[src/rtl/cog_loader.sv]
// cog_loader: cog start-up sequencer and cog RAM port arbiter.
// On an accepted start pulse it reads LOAD_LONGS consecutive longs from hub
// memory (starting at the captured hub long address) and writes them to cog
// RAM addresses 0..LOAD_LONGS-1, then returns the RAM port to the cog pipeline.
// While idle the cog pipeline's RAM port is passed straight through.
//
// Build option: define COG_LOADER_ZERO_EN to zero-fill cog RAM addresses
// LOAD_LONGS..511 after the image has been loaded. Without it those
// addresses keep their previous contents.
module cog_loader #(
   parameter int LOAD_LONGS = 496,
   parameter int HUB_AW     = 14
) (
   input  logic              clk,
   input  logic              nres,
   input  logic              start,
   input  logic [HUB_AW-1:0] ptr,
   output logic              busy,
   output logic              done,
   output logic              hub_req,
   output logic [HUB_AW-1:0] hub_adr,
   input  logic              hub_ack,
   input  logic [31:0]       hub_q,
   input  logic              cog_ena,
   input  logic              cog_w,
   input  logic [8:0]        cog_a,
   input  logic [31:0]       cog_d,
   output logic              ram_ena,
   output logic              ram_w,
   output logic [8:0]        ram_a,
   output logic [31:0]       ram_d
);

   // FSM encoding
   localparam logic [2:0] ST_IDLE  = 3'd0;
   localparam logic [2:0] ST_REQ   = 3'd1;
   localparam logic [2:0] ST_WRITE = 3'd2;
`ifdef COG_LOADER_ZERO_EN
   localparam logic [2:0] ST_ZERO  = 3'd3;
`endif
   localparam logic [2:0] ST_DONE  = 3'd4;

   // Index of the last image long; the write at this index ends the load phase
   localparam logic [9:0] LAST_IDX = 10'(LOAD_LONGS - 1);
   // Highest cog RAM address, used to terminate the zero-fill phase
   localparam logic [9:0] TOP_IDX  = 10'd511;

`ifdef COG_LOADER_ZERO_EN
   // A full-size image leaves nothing to clear, so zero-fill is skipped
   localparam logic ZERO_FILL = (LOAD_LONGS < 512);
`endif

   // Sequencer state
   logic [2:0]        state_q,   state_d;
   logic [HUB_AW-1:0] base_q,    base_d;
   logic [9:0]        cnt_q,     cnt_d;
   logic [31:0]       data_q,    data_d;

   // Registered outputs, derived from the next state so they line up with it
   logic              busy_q,    busy_d;
   logic              done_q,    done_d;
   logic              hub_req_q, hub_req_d;
   logic [HUB_AW-1:0] hub_adr_q, hub_adr_d;

   // Long counter widened to the hub address width for the address adder
   logic [HUB_AW-1:0] cnt_ext_s;

   // Next-state logic for the load sequencer
   always_comb begin
      state_d = state_q;
      base_d  = base_q;
      cnt_d   = cnt_q;
      data_d  = data_q;
      case (state_q)
         ST_IDLE: begin
            if (start) begin
               base_d  = ptr;
               cnt_d   = 10'd0;
               state_d = ST_REQ;
            end else begin
               state_d = ST_IDLE;
            end
         end
         ST_REQ: begin
            // hub_q is only valid in the ack cycle, so capture it here
            if (hub_ack) begin
               data_d  = hub_q;
               state_d = ST_WRITE;
            end else begin
               state_d = ST_REQ;
            end
         end
         ST_WRITE: begin
            if (cnt_q == LAST_IDX) begin
`ifdef COG_LOADER_ZERO_EN
               if (ZERO_FILL) begin
                  // Counter keeps running so it addresses the fill region
                  cnt_d   = cnt_q + 10'd1;
                  state_d = ST_ZERO;
               end else begin
                  state_d = ST_DONE;
               end
`else
               state_d = ST_DONE;
`endif
            end else begin
               cnt_d   = cnt_q + 10'd1;
               state_d = ST_REQ;
            end
         end
`ifdef COG_LOADER_ZERO_EN
         ST_ZERO: begin
            if (cnt_q == TOP_IDX) begin
               state_d = ST_DONE;
            end else begin
               cnt_d   = cnt_q + 10'd1;
               state_d = ST_ZERO;
            end
         end
`endif
         ST_DONE: begin
            state_d = ST_IDLE;
         end
         default: begin
            state_d = ST_IDLE;
         end
      endcase
   end

   // Output register next values; hub address wraps silently at 2^HUB_AW
   always_comb begin
      cnt_ext_s = HUB_AW'(cnt_d);
      busy_d    = (state_d != ST_IDLE);
      done_d    = (state_d == ST_DONE);
      hub_req_d = (state_d == ST_REQ);
      hub_adr_d = base_d + cnt_ext_s;
   end

   // State and output registers with asynchronous active-low reset
   always_ff @(posedge clk or negedge nres) begin
      if (!nres) begin
         state_q   <= ST_IDLE;
         base_q    <= '0;
         cnt_q     <= 10'd0;
         data_q    <= 32'd0;
         busy_q    <= 1'b0;
         done_q    <= 1'b0;
         hub_req_q <= 1'b0;
         hub_adr_q <= '0;
      end else begin
         state_q   <= state_d;
         base_q    <= base_d;
         cnt_q     <= cnt_d;
         data_q    <= data_d;
         busy_q    <= busy_d;
         done_q    <= done_d;
         hub_req_q <= hub_req_d;
         hub_adr_q <= hub_adr_d;
      end
   end

   // Cog RAM port arbiter: cog pipeline when idle, loader otherwise
   always_comb begin
      if (state_q == ST_IDLE) begin
         ram_ena = cog_ena;
         ram_w   = cog_w;
         ram_a   = cog_a;
         ram_d   = cog_d;
      end else begin
         // Cog requests are dropped while the loader owns the port
         ram_ena = 1'b0;
         ram_w   = 1'b0;
         ram_a   = cnt_q[8:0];
         ram_d   = data_q;
         case (state_q)
            ST_WRITE: begin
               ram_ena = 1'b1;
               ram_w   = 1'b1;
            end
`ifdef COG_LOADER_ZERO_EN
            ST_ZERO: begin
               ram_ena = 1'b1;
               ram_w   = 1'b1;
               ram_d   = 32'd0;
            end
`endif
            default: begin
               ram_ena = 1'b0;
               ram_w   = 1'b0;
            end
         endcase
      end
   end

   assign busy    = busy_q;
   assign done    = done_q;
   assign hub_req = hub_req_q;
   assign hub_adr = hub_adr_q;

endmodule

[config.mk]
export PLATFORM = sky130hd
export DESIGN_NAME = cog_loader
export DESIGN_NICKNAME = d
export VERILOG_FILES = /design/src/rtl/cog_loader.sv
export SDC_FILE = /design/constraint.sdc
export NUM_CORES = 1
export LEC_CHECK = 0
export CORE_MARGIN = 10
export CORE_UTILIZATION = 32
export DETAILED_ROUTE_END_ITERATION = 7
export PLACE_DENSITY = 0.62
export SYNTH_ARGS = -nofsm -noshare
export SYNTH_HDL_FRONTEND = slang
export SYNTH_SLANG_ARGS = --single-unit
[constraint.sdc]
create_clock -name clk -period 9.04 [get_ports clk]
set_input_delay 2.26 -clock clk [delete_from_list [all_inputs] [get_ports clk]]
set_output_delay 2.26 -clock clk [all_outputs]
set_load 0.02 [all_outputs]
# After elaboration in Yosys (flattened, before gate mapping)
# Index checks and enable logic that the tools add are counted.
# Widths: inputs -> output; s select.
# op_classes
n_addsub	2
n_mul	0
div_mod_pow	0
order_cmp	0
eq_ne	5
shift	0
muxes	14
n_bitwise	0
reduce_logical	3
# op_table
op	count
$mux 32	1
$mux 14	2
$mux 10	2
$pmux 10 s2	1
$add 14x10->14	1
$add 10x1->10 const B	1
$eq 10x9->1 const B	1
$mux 9	1
$pmux 3 s3	1
$eq 3x1->1 const B	2
$mux 1	4
$eq 3x2->1 const B	1
$eq 3x3->1 const B	1
$logic_not 3->1	1
$mux 3	1
$reduce_bool 3->1	1
$mux 2	1
$reduce_and 2->1	1
# totals
regBits	76
latch_bits	0
ram_bits	0
romBits	0
in_bits	93
output_inout_bits	60
wordCells	32
n_memories	0

# Longest topological paths before layout
# Gate-level depths: netlist of the first run.
# logic_depth
word_depth	4
ltp_mapped	16
depth_no_buf	15

# Worst setup path before layout of the first run
# No wires, ideal clock.
# synth_timing
path_kind	input to output
start	input port cog_ena
end	output port ram_ena
t_arrival_ps	2576
required_time_ps	6780
setup_slack_ps	4204
stages	2
path_buffers	0
cell_sequence	nor2_1 -> nor2_1
# synth_via
elab_chain_cells	1
# synth_lines
item	line	source
start: declaration	24	input logic cog_ena,
$mux 1	164	if (state_q == ST_IDLE) begin
end: declaration	28	output logic ram_ena,
# No other way between the ends.

# Final worst setup path of the first run
# layout_timing
start	input port cog_w
end	output port ram_w
# layout_via
elab_chain_cells	1
# layout_lines
item	line	source
start: declaration	25	input logic cog_w,
$mux 1	164	
end: declaration	29	output logic ram_w,
# No other way between the ends.

==> metrics.txt, run 1 <==
status completed; RePlAce Congestion 0.809; Hold Slack 0.479 ns; DRT iter0 DRCs 156; Synth cell types 57; hold_buf cts 0; Cell Chain, Critical Path clkdlybuf4s50_1 -> nor2_1 -> nor2_1 -> clkdlybuf4s50_1; RSZ-0062 raised after global routing no; Setup violations, final 0; fin crit share 64.1%; WP data arrival 3.53 ns; total number of vias 3277; f_max 0.173 GHz; std cell rows 41; initial antenna violation count 0; Power Density 341 mW/mm²; CP max stage delay 0.62 ns; post-synthesis cell count 371; filler cell count 1170; core area 0.0126 mm²; initial core utilization 32.5%; Setup CP Type input port to output pin; Mapped Nets 475; post_cts resized 0; clock tree buffer depth 2; main area contributors after synthesis dfrtp_1, mux2_2, nand2_1; Hold Path Class flip-flop to flip-flop; htree depth 3; Yosys top cell area share 46.5%; share of layout cells above drive strength 1 20.2%; Die Wd 133 µm; gr ovfl total 0; worst skew pair latency 0.33 ns; First-pass DRT Iterations 7; Place WS 3.24 ns; total chip power 0.00206 W; Post-Route WL 11900 µm; switch share 38.3%; final worst slack 3.25 ns; crit end category output pin; max cap viols 0; EDFF count, synth 0; CP max-delay cell clkdlybuf4s50_1; vias in the first global route 3590; number of diodes 0; Post-synth top cells dfrtp_1, mux2_2, nand2_1; final setup TNS 0 ns; fraction of registers with async set/reset 100%; Setup crit start cog_w; most common cell in the synthesized netlist dfrtp_1; largest net degree at the start of global routing 77; post-synthesis sequential area ratio 46.5%; Pins Over Slew Limit 0; Crit Reg-Reg Startpoint cnt_q[0]; Comb power frac 55.4%; Internal Pwr Total 0.00127 W; reg2reg path depth 13; Synth Cell Area 0.00409 mm²; cts bufs inserted 9; slew margin rel. 24.3%; largest fanout on the critical path 1; I/O pins 153; Hold Fails Final Rpt 0; r2r endpoint hub_adr[8]; Die H 133 µm; leakage power 2.56 nW; DRC 0; critical path startpoint category input port; Final ANT Viol Nets 0; Critical Path End ram_w; Crit path required time 6.78 ns; clk sink count 76; Clk pwr share 16.1%; Die ar. 0.0177 mm²; Worst Clk Skew 0.00669 ns; CTS tree built; peak supply drop 0.115 mV; first-pass GRT wire length 19600 µm; Least-Margin Pin Slew 1.13 ns; Wirelength per Cell 17.3 µm; area leader, netlist dfrtp_1; Synth Register Bits 76; CTS clk-pin slew, worst paths 0.06 ns; Post-synth top flop dfrtp_1; sequential share of power 28.5%; # nets final 619; R2R Setup Slk 5.15 ns; Mean Syn Cell Area 11.0 µm²; CTS root buf clkbuf_16; Layout Area Growth over Synthesis 47.5%; dpl hpwl 9110 µm; I/O Buffers 152; Psw 0.000786 W; Min Clock Period, post-route 5.79 ns; Tot GR Track Use 13.6%; Setup Buffers After CTS 0; Vias/cell 4.74; Warnings, synthesis 0
area by class of cell:
class                   count  area [µm²]  area share (%)
inverters                   9        33.8           0.560
clock inverters             4        25.0           0.415
multi-input cells         265        2070            34.3
well taps                 172         215            3.57
clock buffers              11         253            4.19
repair buffers            154        1530            25.4
flip-flops and latches     76        1900            31.5
kinds of logic (layout without fill, tap and decap cells):
group	Yosys count	in the layout	synth area share [%]
fa+ha+maj	12	12	3.79
xor+xnor	10	10	2.14
simple gates	115	115	14.2
compound gates	50	50	8.57
buf+inv	30	178	3.43
flops	76	76	46.5
mux	78	78	21.4
worst max-delay path, delay by kind of cell:
family,cells,cell delay (ns)
simple gates,2,0.19
buf+inv,2,1.08
per-layer routing:
layer / global-route usage, % / vias up / share of wire, %
li1: - / 1605 / -
met2: 21.7 / 121 / 45
met5: 0 / - / 0
met4: 3.85 / 0 / 1.2
met1: 17.2 / 1540 / 47
met3: 4.39 / 11 / 6.9
per-stage QoR:
stage	cells	instance area [µm²]	util (%)
2_1_floorplan	371	4090	-
3_3_place_gp	676	5760	45.8
3_5_place_dp	676	5760	45.8
4_1_cts	691	6030	48.0
5_1_grt	691	6030	48.0
6_report	691	6030	48.0
flip-flops by register name (all words and copies together) (netlist names):
signal	flops
state_q	3
hub_req	1
done	1
data_q	32
hub_adr	14
base_q	14
cnt_q	10
busy	1
cells in the final DEF (no fill, tap or decap), drive strengths merged, types with 2 or more instances in the layout:
| cell | synthesis | layout |
|---|---|---|
| inv | 9 | 9 |
| a211oi | 3 | 3 |
| nor3 | 5 | 5 |
| o21ai | 9 | 9 |
| o21a | 3 | 3 |
| xnor2 | 7 | 7 |
| dfrtp | 76 | 76 |
| nor4 | 5 | 5 |
| mux2i | 5 | 5 |
| nor2b | 4 | 4 |
| clkinvlp | 0 | 2 |
| clkinv | 0 | 2 |
| xor2 | 3 | 3 |
| o211ai | 3 | 3 |
| and4 | 2 | 2 |
| nor2 | 22 | 22 |
| a21oi | 12 | 12 |
| and2 | 2 | 2 |
| clkbuf | 8 | 11 |
| o31ai | 3 | 3 |
| a21o | 5 | 5 |
| buf | 13 | 3 |
| a22o | 4 | 4 |
| mux2 | 73 | 73 |
| ha | 10 | 10 |
| nand2 | 55 | 55 |
| nand4 | 5 | 5 |
| nand3 | 7 | 7 |
| clkdlybuf4s50 | 0 | 151 |
power by group through the flow:
| stage | clock network [W] | logic, W | registers, W |
|---|---|---|---|
| 2_1_floorplan | 0 | 0.000693 | 0.000594 |
| 3_3_place_gp | 0 | 0.00114 | 0.000588 |
| 3_5_place_dp | 0 | 0.00115 | 0.000592 |
| 4_1_cts | 0.000340 | 0.00116 | 0.000588 |
| 5_1_grt | 0.000357 | 0.00123 | 0.000609 |
| 6_report | 0.000331 | 0.00114 | 0.000585 |
worst min-delay path by stage:
stage	from	to	slack, ns	depth (start not counted)
floorplan	base_q[0]	base_q[0]	0.45	2
global placement	base_q[0]	base_q[0]	0.46	2
detailed placement	base_q[3]	base_q[3]	0.47	2
CTS	base_q[3]	base_q[3]	0.48	2
global route	base_q[9]	base_q[9]	0.51	2
finish	base_q[3]	base_q[3]	0.48	2
No activity file was read; power rests on OpenSTA's default activity.
==> run 2, diff against run 1 <==
--- a/config.mk
+++ b/config.mk
@@ -8,7 +8,7 @@
 export CORE_MARGIN = 10
 export CORE_UTILIZATION = 32
 export DETAILED_ROUTE_END_ITERATION = 7
-export PLACE_DENSITY = 0.62
+export PLACE_DENSITY = 0.64
 export SYNTH_ARGS = -nofsm -noshare
 export SYNTH_HDL_FRONTEND = slang
 export SYNTH_SLANG_ARGS = --single-unit
==> constraint.sdc (replaced) <==
create_clock -name clk -period 5.2 [get_ports clk]
set_input_delay 1.3 -clock clk [delete_from_list [all_inputs] [get_ports clk]]
set_output_delay 1.3 -clock clk [all_outputs]
set_load 0.02 [all_outputs]
==> metrics.txt, run 2 (synthesis results as in run 1) <==
Worst Clk Skew 0.00730 ns; Finished Layout Cells 694; crit end category output pin; first-pass GRT wire length 19200 µm; hold endpoint base_q[8]; Vias/cell 4.86; Hold Path Class flip-flop to flip-flop; Min Clock Period, post-route 4.39 ns; Tot GR Track Use 13.6%; Wirelength per Cell 17.5 µm; # nets final 621; gr ovfl total 0; R2R Setup Slk 1.35 ns; clock tree buffer depth 2; Crit Reg-Reg Startpoint cnt_q[0]; htree depth 3; hold_sp base_q[8]; WP data arrival 3.09 ns; total number of vias 3372; Die H 133 µm; RePlAce Congestion 0.807; largest fanout on the critical path 22; critical path startpoint category flip-flop; DRT iter0 DRCs 160; largest register by flop count data_q; Hold Fails Final Rpt 0; Setup violations, final 0; max cap viols 0; Post-Route WL 12100 µm; Setup Buffers After CTS 0; Final ANT Viol Nets 0; Setup CP Type flip-flop to output pin; reg2reg path depth 13; Layout Area Growth over Synthesis 47.7%; initial core utilization 32.5%; First-pass DRT Iterations 4; final setup TNS 0 ns; std cell rows 41; clk sink count 76; I/O pins 153; Crit path required time 3.90 ns; core area 0.0126 mm²; Die ar. 0.0177 mm²; most common library cell in the layout ignoring fill and taps clkdlybuf4s50_1; status completed; worst skew pair latency 0.34 ns; leakage power 2.56 nW; post_cts resized 0; share of layout cells above drive strength 1 20.5%; DRC 0; most frequent cells in the layout clkdlybuf4s50_1, dfrtp_1, mux2_2; dpl hpwl 9480 µm; initial antenna violation count 0; dpl cells 678; fin crit share 84.3%; Die Wd 133 µm; CTS root buf clkbuf_16; peak supply drop 0.191 mV; number of diodes 0; Power Density 593 mW/mm²; vias in the first global route 3462; Least-Margin Pin Slew 0.955 ns; slew margin rel. 36.3%; cts bufs inserted 9; RSZ-0062 raised after global routing no; hold path depth 2; largest net degree at the start of global routing 77; r2r endpoint hub_adr[8]; CTS clk-pin slew, worst paths 0.06 ns; I/O Buffers 152; Largest register FFs 32; Pins Over Slew Limit 0; hold_buf cts 0; f_max 0.228 GHz; CTS tree built
==> run 2: per-stage QoR <==
stage,hold slack [ns],utilization [%],cell area (µm²),power [W],setup slack [ns]
floorplan,0.446,-,4090,0.00224,1.35
global placement,0.460,45.9,5770,0.00301,0.764
detailed placement,0.464,45.9,5770,0.00304,0.710
CTS,0.479,48.1,6040,0.00363,0.761
global route,0.504,48.1,6040,0.00381,0.648
finish,0.478,48.1,6040,0.00358,0.815
==> run 2: how the worst max path moves through the flow <==
stage / start / to
final: state_q[2] / ram_d[31]
after global routing: state_q[2] / ram_d[31]
after CTS: state_q[0] / ram_d[31]
after detailed placement: start / hub_adr[8]
after global placement: start / hub_adr[8]
after floorplan: start / hub_adr[13]
==> run 2: cell type report <==
class	count	area, µm²
Fill cell	1165	6530
Multi-Input combinational cell	265	2070
Sequential cell	76	1900
Timing Repair Buffer	156	1550
Clock buffer	10	229
Tap cell	172	215
Clock inverter	6	41.3
Inverter	9	33.8
==> run 2: worst max-delay path, cell delays in order, from the launching register on <==
cell and delay [ns]:
dfrtp_1 0.49, or2_2 0.44, nor2_4 0.48, buf_4 0.39, mux2_2 0.40, clkdlybuf4s50_1 0.55
==> run 2: routing by layer <==
layer  share of wire (%)  up-vias  global-route usage (%)  wire length (µm)
met2                  45      128                    21.2              5500
met1                  46     1617                    17.4              5640
met5                   0        -                       0                 0
met3                 7.0       11                    3.86               846
met4                 1.3        0                    5.32               157
li1                    -     1616                       -                 -
==> run 2: power breakdown <==
group | leakage (nW) | internal [W] | switching (W)
Combinational | 1.51 | 0.00101 | 0.000982
Clock | 0.124 | 0.000322 | 0.000243
Sequential | 0.926 | 0.000860 | 0.000166
Total | 2.56 | 0.00219 | 0.00139
==> run 3, diff against run 2 <==
--- a/config.mk
+++ b/config.mk
@@ -8,7 +8,7 @@
 export CORE_MARGIN = 10
 export CORE_UTILIZATION = 32
 export DETAILED_ROUTE_END_ITERATION = 7
-export PLACE_DENSITY = 0.64
+export PLACE_DENSITY = 0.62
 export SYNTH_ARGS = -nofsm -noshare
 export SYNTH_HDL_FRONTEND = slang
 export SYNTH_SLANG_ARGS = --single-unit
==> constraint.sdc (replaced) <==
create_clock -name clk -period 4.5 [get_ports clk]
set_input_delay 1.125 -clock clk [delete_from_list [all_inputs] [get_ports clk]]
set_output_delay 1.125 -clock clk [all_outputs]
set_load 0.02 [all_outputs]
==> metrics.txt, run 3 (synthesis results as in run 1) <==
share of layout cells above drive strength 1 20.5%; Worst Clk Skew 0.00955 ns; hold endpoint base_q[3]; I/O Buffers 152; # nets final 621; core area 0.0126 mm²; peak supply drop 0.233 mV; Setup Buffers After CTS 0; std cell rows 41; vias in the first global route 3386; Min Clock Period, post-route 4.07 ns; most frequent cells in the layout clkdlybuf4s50_1, dfrtp_1, mux2_2; CP delay by family, top buffers and inverters; CTS root buf clkbuf_16; r2r endpoint hub_adr[8]; Die ar. 0.0177 mm²; Die H 133 µm; clock tree buffer depth 2; total number of vias 3300; hold_sp base_q[3]; hold path depth 2; Place WS 0.105 ns; post_cts resized 0; worst skew pair latency 0.34 ns; CTS clk-pin slew, worst paths 0.06 ns; Setup CP Type flip-flop to output pin; Layout Area Growth over Synthesis 49.0%; WP data arrival 2.94 ns; Hold Path Class flip-flop to flip-flop; CP max stage delay 0.55 ns; htree depth 3; Largest register FFs 32; number of buffers and inverters on the critical path 2; CTS tree built; leakage power 2.59 nW; final worst slack 0.430 ns; first-pass GRT wire length 18800 µm; CP max-delay cell clkdlybuf4s50_1; largest register by flop count data_q; largest fanout on the critical path 32; First-pass DRT Iterations 4; R2R Setup Slk 0.65 ns; cts bufs inserted 9; crit end category output pin; slew margin rel. 35.5%; fin crit share 90.4%; Pins Over Slew Limit 0; DRT iter0 DRCs 172; I/O pins 153; largest net degree at the start of global routing 77; status completed; Power Density 699 mW/mm²; Vias/cell 4.76; Setup violations, final 0; reg2reg path depth 13; clk sink count 76; dpl hpwl 9310 µm; most common library cell in the layout ignoring fill and taps clkdlybuf4s50_1; final setup TNS 0 ns; initial antenna violation count 0; Wirelength per Cell 17.4 µm; filler cell count 1167; Least-Margin Pin Slew 0.967 ns; initial core utilization 32.5%; number of diodes 0; Crit path required time 3.38 ns; RSZ-0062 raised after global routing no; max cap viols 0; Final ANT Viol Nets 0; f_max 0.246 GHz; Tot GR Track Use 13.3%; Post-Route WL 12000 µm; Hold Fails Final Rpt 0; critical path startpoint category flip-flop; hold_buf cts 0; Die Wd 133 µm; Cell Chain, Critical Path or2_2 -> nor2_4 -> buf_4 -> mux2_2 -> clkdlybuf4s50_1; gr ovfl total 0; DRC 0; Crit Reg-Reg Startpoint cnt_q[0]; RePlAce Congestion 0.789
==> run 3: cell count changes in the layout (fill, tap and decap cells not counted), sizes merged <==
cell,delta
clkinv,-2
bufinv,+2
clkinvlp,-2
clkbuf,+1
==> run 3: how the worst max path moves through the flow <==
stage | from | cells after the start | to
6_report | state_q[0] | 5 | ram_d[6]
5_1_grt | start | 14 | hub_adr[8]
4_1_cts | state_q[0] | 5 | ram_d[6]
3_5_place_dp | start | 14 | hub_adr[8]
3_3_place_gp | start | 14 | hub_adr[8]
2_1_floorplan | start | 11 | hub_adr[13]
==> run 3: through the flow <==
step | std cells | util [%] | total power, W | hold slack, ns | cell area [µm²]
detailed placement | 678 | 45.9 | 0.00351 | 0.465 | 5770
global placement | 678 | 45.9 | 0.00348 | 0.464 | 5770
global route | 693 | 48.5 | 0.00452 | 0.495 | 6100
finish | 693 | 48.5 | 0.00426 | 0.476 | 6100
floorplan | 371 | - | 0.00259 | 0.446 | 4090
CTS | 693 | 48.5 | 0.00432 | 0.480 | 6100
==> run 3: routing by layer <==
metal | vias to the layer above | part of all wire, % | track usage [%]
met3 | 9 | 8.3 | 4.58
met5 | - | 0 | 0
met1 | 1566 | 46 | 16.9
li1 | 1605 | - | -
met4 | 0 | 0.88 | 3.85
met2 | 120 | 45 | 20.9
==> run 3: worst register-to-register path, delay by kind of cell (launching register included) <==
family	cells	cell delay, ns
simple gates	6	1.59
fa+ha+maj	3	0.95
compound gates	3	0.62
flops	1	0.43
xor+xnor	1	0.14
==> run 3: area by class of cell <==
cell class	count	area [µm²]	area share, %
inverters	9	33.8	0.554
repair buffers	156	1550	25.4
multi-input cells	265	2070	34.0
flip-flops and latches	76	1900	31.2
clock inverters	4	72.6	1.19
well taps	172	215	3.53
clock buffers	11	253	4.15
==> run 3: report_power, final <==
group | switching (W) | internal (W)
Sequential | 0.000183 | 0.000993
Clock | 0.000274 | 0.000512
Combinational | 0.00114 | 0.00117
